`src/rtl/sonic_eth_10g_rx_st_arbiter.sv`:
```
// Packet-aware 2:1 round-robin arbiter sharing one Avalon-ST RX sink between two 10G MAC RX streams.
// Latency: accepted beat appears on out_* one cycle later; SOP request to first out_valid is 2 cycles.
// Backpressure: inputs are ready only while the output register is free; stalled packets are aborted with an error EOP.
module sonic_eth_10g_rx_st_arbiter #(
    parameter int DATA_W  = 72,
    parameter int TIMEOUT = 256,
    parameter int CNT_W   = 32
) (
    input  logic              clk,
    input  logic              reset,
    input  logic [DATA_W-1:0] in0_data,
    input  logic              in0_valid,
    input  logic              in0_sop,
    input  logic              in0_eop,
    output logic              in0_ready,
    input  logic [DATA_W-1:0] in1_data,
    input  logic              in1_valid,
    input  logic              in1_sop,
    input  logic              in1_eop,
    output logic              in1_ready,
    output logic [DATA_W-1:0] out_data,
    output logic              out_valid,
    output logic              out_sop,
    output logic              out_eop,
    output logic              out_error,
    input  logic              out_ready,
    output logic [1:0]        grant,
    output logic              abort_pulse,
    output logic [CNT_W-1:0]  pkt_cnt0,
    output logic [CNT_W-1:0]  pkt_cnt1,
    output logic [CNT_W-1:0]  drop_cnt
);

    typedef enum logic [1:0] {
        IDLE  = 2'd0,
        XFER  = 2'd1,
        ABORT = 2'd2
    } state_t;

    localparam int          SUM_W     = CNT_W + 1;
    localparam logic [15:0] TIMEOUT_C = 16'(TIMEOUT);

    state_t            state;
    state_t            state_nxt;
    logic [1:0]        grant_nxt;
    logic              rr_ptr;
    logic              rr_nxt;
    logic [15:0]       stall_cnt;
    logic [15:0]       stall_nxt;
    logic              free;
    logic              sel;
    logic              sel_valid;
    logic              sel_sop;
    logic              sel_eop;
    logic [DATA_W-1:0] sel_data;
    logic              req0;
    logic              req1;
    logic              drop0;
    logic              drop1;
    logic              load_beat;
    logic              load_abort;
    logic              eop_done;
    logic [SUM_W-1:0]  drop_sum;

    assign free      = !out_valid || out_ready;
    assign sel       = grant[1];
    assign sel_valid = sel ? in1_valid : in0_valid;
    assign sel_sop   = sel ? in1_sop   : in0_sop;
    assign sel_eop   = sel ? in1_eop   : in0_eop;
    assign sel_data  = sel ? in1_data  : in0_data;
    assign req0      = in0_valid && in0_sop;
    assign req1      = in1_valid && in1_sop;
    assign drop_sum  = {1'b0, drop_cnt} + SUM_W'(drop0) + SUM_W'(drop1);

    // FSM state register
    always_ff @(posedge clk) begin
        if (reset) begin
            state <= IDLE;
        end else begin
            state <= state_nxt;
        end
    end

    // Arbitration, handshake and next-state decisions
    always_comb begin
        state_nxt  = state;
        grant_nxt  = grant;
        rr_nxt     = rr_ptr;
        stall_nxt  = stall_cnt;
        in0_ready  = 1'b0;
        in1_ready  = 1'b0;
        load_beat  = 1'b0;
        load_abort = 1'b0;
        eop_done   = 1'b0;
        drop0      = 1'b0;
        drop1      = 1'b0;
        case (state)
            IDLE: begin
                // SOP beats wait for the grant; anything else is a leftover tail and is discarded
                drop0     = in0_valid && !in0_sop;
                drop1     = in1_valid && !in1_sop;
                in0_ready = drop0;
                in1_ready = drop1;
                stall_nxt = '0;
                if (req0 && req1) begin
                    grant_nxt = rr_ptr ? 2'b01 : 2'b10;
                end else if (req0) begin
                    grant_nxt = 2'b01;
                end else if (req1) begin
                    grant_nxt = 2'b10;
                end
                if (req0 || req1) begin
                    state_nxt = XFER;
                end
            end
            XFER: begin
                in0_ready = grant[0] && free;
                in1_ready = grant[1] && free;
                if (sel_valid && free) begin
                    load_beat = 1'b1;
                    stall_nxt = '0;
                    if (sel_eop) begin
                        eop_done  = 1'b1;
                        rr_nxt    = sel;
                        grant_nxt = 2'b00;
                        state_nxt = IDLE;
                    end
                end else if (!sel_valid) begin
                    // Only a silent source counts as stalled; downstream backpressure does not
                    stall_nxt = stall_cnt + 16'd1;
                    if (stall_nxt >= TIMEOUT_C) begin
                        state_nxt = ABORT;
                    end
                end
            end
            ABORT: begin
                if (free) begin
                    load_abort = 1'b1;
                    rr_nxt     = sel;
                    grant_nxt  = 2'b00;
                    state_nxt  = IDLE;
                end
            end
            default: begin
                state_nxt = IDLE;
                grant_nxt = 2'b00;
            end
        endcase
    end

    // Grant, round-robin pointer and stall counter registers
    always_ff @(posedge clk) begin
        if (reset) begin
            grant     <= 2'b00;
            rr_ptr    <= 1'b1;
            stall_cnt <= '0;
        end else begin
            grant     <= grant_nxt;
            rr_ptr    <= rr_nxt;
            stall_cnt <= stall_nxt;
        end
    end

    // Output register: loads a forwarded beat or the abort beat when free, otherwise holds
    always_ff @(posedge clk) begin
        if (reset) begin
            out_valid   <= 1'b0;
            out_data    <= '0;
            out_sop     <= 1'b0;
            out_eop     <= 1'b0;
            out_error   <= 1'b0;
            abort_pulse <= 1'b0;
        end else begin
            abort_pulse <= load_abort;
            if (free) begin
                out_valid <= load_beat || load_abort;
                out_data  <= load_beat ? sel_data : '0;
                out_sop   <= load_beat && sel_sop;
                out_eop   <= (load_beat && sel_eop) || load_abort;
                out_error <= load_abort;
            end
        end
    end

    // Statistics: per-input packet counters wrap, drop counter saturates
    always_ff @(posedge clk) begin
        if (reset) begin
            pkt_cnt0 <= '0;
            pkt_cnt1 <= '0;
            drop_cnt <= '0;
        end else begin
            if (eop_done && !sel) begin
                pkt_cnt0 <= pkt_cnt0 + CNT_W'(1);
            end
            if (eop_done && sel) begin
                pkt_cnt1 <= pkt_cnt1 + CNT_W'(1);
            end
            drop_cnt <= drop_sum[CNT_W] ? '1 : drop_sum[CNT_W-1:0];
        end
    end

endmodule

```
`config.mk`:
```
export PLATFORM = sky130hd
export DESIGN_NAME = sonic_eth_10g_rx_st_arbiter
export DESIGN_NICKNAME = d
export VERILOG_FILES = /design/src/rtl/sonic_eth_10g_rx_st_arbiter.sv
export SDC_FILE = /design/constraint.sdc
export NUM_CORES = 1
export LEC_CHECK = 0
export CELL_PAD_IN_SITES_DETAIL_PLACEMENT = 1
export CELL_PAD_IN_SITES_GLOBAL_PLACEMENT = 1
export CORE_ASPECT_RATIO = 1.1
export CORE_MARGIN = 2
export CORE_UTILIZATION = 35
export DETAILED_ROUTE_END_ITERATION = 10
export PLACE_DENSITY = 0.86
export SLEW_MARGIN = 15
export SYNTH_ARGS = -nofsm -noshare
export SYNTH_HDL_FRONTEND = slang
export SYNTH_SLANG_ARGS = --single-unit
```
`constraint.sdc`:
```
create_clock -name clk -period 5.06 [get_ports clk]
set_input_delay 0.506 -clock clk [delete_from_list [all_inputs] [get_ports clk]]
set_output_delay 0.506 -clock clk [all_outputs]
set_load 0.01 [all_outputs]
```
==> results.yml <==
sta:
  max_freq_ghz: 0.313
  slew_headroom_pct: 27.0
  rsz0062_at_grt: "false"
  slew_viol_final: 0
  setup_ws_ns: 1.87
  fin_crit_sh_pct: 63.1
  finalSetupTns_ns: 0
  fin_crit_ns: 3.19
  finalHoldViolations: 0
  setup_violations: 0
  finClkSkew_ns: 0.0134
  worst_pin_slew_ns: 1.09
finish:
  fin_util_pct: 52.4
  final_cell_mix: "328 x clkdlybuf4s50_1, 193 x dfxtp_1, 127 x nand2_1"
  num-nets-final: 1435
  mostFrequentLayoutCell: "clkdlybuf4s50_1"
  antenna_cells: 0
  area_growth_pct: 47.5
  finalInstanceArea_um2: 12800
  n_fill_cell: 2796
  drive_above_1_share_pct: 5.04
critical_path:
  critPathMaxFanout: 50
  worstRegToRegCells: 9
  critPathKind: "reg2out"
  r2r_slack_ns: 1.96
  end_kind: "output port"
  arrival_ns: 2.69
  crit_path_start_kind: "flip-flop"
  reg2reg_to: "drop_cnt[14]$_SDFF_PP0_"
  cp_data_required_time_ns: 4.55
  timing.rr.start: "state[0]$_SDFFE_PP0P_"
route:
  num_vias: 8146
  routed_via_density: 5.09
  finalWirelength_um: 29000
  ant_nets: 0
  wl_per_cell_um: 18.2
  drt-initial-drc-count: 349
  drc: 0
  firstDrtPassIters: 6
synth:
  netlist-cell-type-count: 61
  synthCells: 983
  netlist_area_um2: 8660
  ys_top_cells_by_area: "dfxtp_1 45%, mux2i_1 9.2%, xor2_1 6.9%"
  yosysSeqAreaShare_pct: 44.8
  synth-main-ff-cell: "dfxtp_1"
  synth_nets: 1141
  yosysTopAreaCell: "dfxtp_1"
  synth.avg_cell_area_um2: 8.81
  synth-edff-count: 0
  async_flop_share_pct: 0
  yosys_warnings: 0
  synth_seq_cells: 194
  synth_top_area_share_pct: 44.8
floorplan:
  initial_utilization_pct: 35.5
  die_w_um: 154
  die-height_um: 169
  rows: 60
  io_pins: 330
  fp.dieArea_um2: 26000
  core_area_um2: 24400
clock_tree:
  clkTransAtPathRegs_ns: 0.07
  clock_latency_ns: 0.44
  numCtsBuffers: 17
  clock_path_buffers: 2
  cts.repair.resized: 0
  post_cts_buffers: 0
  cts_tree: "built"
  cts-root-buf: "clkbuf_16"
  hold_buffers: 0
  htreeDepth: 4
  cts_num_sinks: 194
worst_hold_path:
  holdPathEnd: "out_error$_SDFFE_PP0N_"
  whs_path_depth: 2
  hp-class: "reg2reg"
  min-delay-start: "out_error$_SDFFE_PP0N_"
power:
  total_power_mw: 3.58
  power_density_nw_per_um2: 280
  irDropWorstVdd_mv: 0.183
  p_leak_nw: 4.51
global_routing:
  grt_use_total_pct: 22.4
  grt_pass1_vias: 8437
  grt_max_degree: 86
  grt.overflow.total: 0
  antenna_found_initial: 0
  grt_pass1_wl_um: 46000
outcome:
  outcome: "completed"
place:
  hpwlAfterDp_um: 22400
  dp_slack_ns: 1.69
  numPortBuffers: 329
  place.gp.congestion: 0.822
  dpl_cell_area_um2: 12100
run:
  cap_violations: 0
## per-layer routing
metal,global-route usage (%),part of all wire (%),vias up
met3,5.66,6.4,47
met2,41.2,52,255
li1,-,-,3950
met5,0,0,-
met4,9.18,3.5,0
met1,24.6,38,3894
## worst max-delay path, cell delays in order, from the launching register on
cell,delay [ns]
dfxtp_4,0.70
buf_4,0.75
nand2_1,0.11
nand2_1,0.12
clkdlybuf4s50_1,0.55
## cell usage after synthesis (2+ instances only)
master / count
nand2_1: 127
buf_2: 13
buf_1: 2
nand3_1: 47
o21ai_0: 82
a22oi_1: 2
and3_1: 29
nor4_4: 2
mux2i_1: 80
buf_4: 2
inv_1: 8
a31oi_1: 2
a21oi_1: 37
ha_1: 4
nand2b_1: 4
or3_1: 2
nor3_1: 12
nand3b_1: 3
dfxtp_1: 194
nor2b_1: 6
xor2_1: 68
o211ai_1: 2
or2_2: 5
a311oi_1: 3
nor4_1: 2
nor2_1: 108
nor4_2: 3
nand4_2: 2
and2_1: 6
xnor2_1: 27
and4_1: 12
nand4_1: 18
clkbuf_1: 41
## kinds of logic after synthesis
logic type / synth area share [%]
compound gates: 9.11
simple gates: 23.0
flops: 44.8
xor+xnor: 9.60
buf+inv: 3.13
fa+ha+maj: 0.809
mux: 9.50
## metrics by stage
stage               cells  hold WS, ns
floorplan             983        0.436
global placement     1568        0.432
detailed placement   1568        0.443
CTS                  1600        0.453
global route         1600        0.478
finish               1600        0.456
## report_power, final
part           switching, mW  internal, mW
Sequential            0.0541          1.56
Clock                  0.678         0.763
Combinational          0.238         0.280
## flip-flops by register name, indices dropped and copies added, names as in the netlist
register	cells
drop_cnt	32
out_valid	1
out_error	1
stall_cnt	16
pkt_cnt0	32
abort_pulse	1
out_eop	1
rr_ptr	1
state	2
out_data	72
out_sop	1
grant	2
pkt_cnt1	32
## worst max path at each step
stage / from / to / slack, ns / cells past startpoint
6_report: grant[1]$_SDFFE_PP0P_ / in1_ready / 1.87 / 4
3_5_place_dp: in0_valid / drop_cnt[19]$_SDFF_PP0_ / 1.69 / 9
3_3_place_gp: in0_valid / drop_cnt[27]$_SDFF_PP0_ / 1.77 / 9
5_1_grt: state[0]$_SDFFE_PP0P_ / drop_cnt[14]$_SDFF_PP0_ / 1.70 / 9
4_1_cts: grant[1]$_SDFFE_PP0P_ / in1_ready / 1.80 / 4
2_1_floorplan: state[0]$_SDFFE_PP0P_ / drop_cnt[28]$_SDFF_PP0_ / 2.39 / 13
## layout make-up
type	count	area (µm²)	share of cell area (%)
multi-input combinational	723	4520	35.4
tap	310	388	3.04
sequential	194	3890	30.4
clock inverter	15	206	1.62
timing repair buffer	333	3320	26.0
inverter	8	30.0	0.235
clock buffer	17	425	3.33
Note: power is estimated with default switching activity, not from simulation.
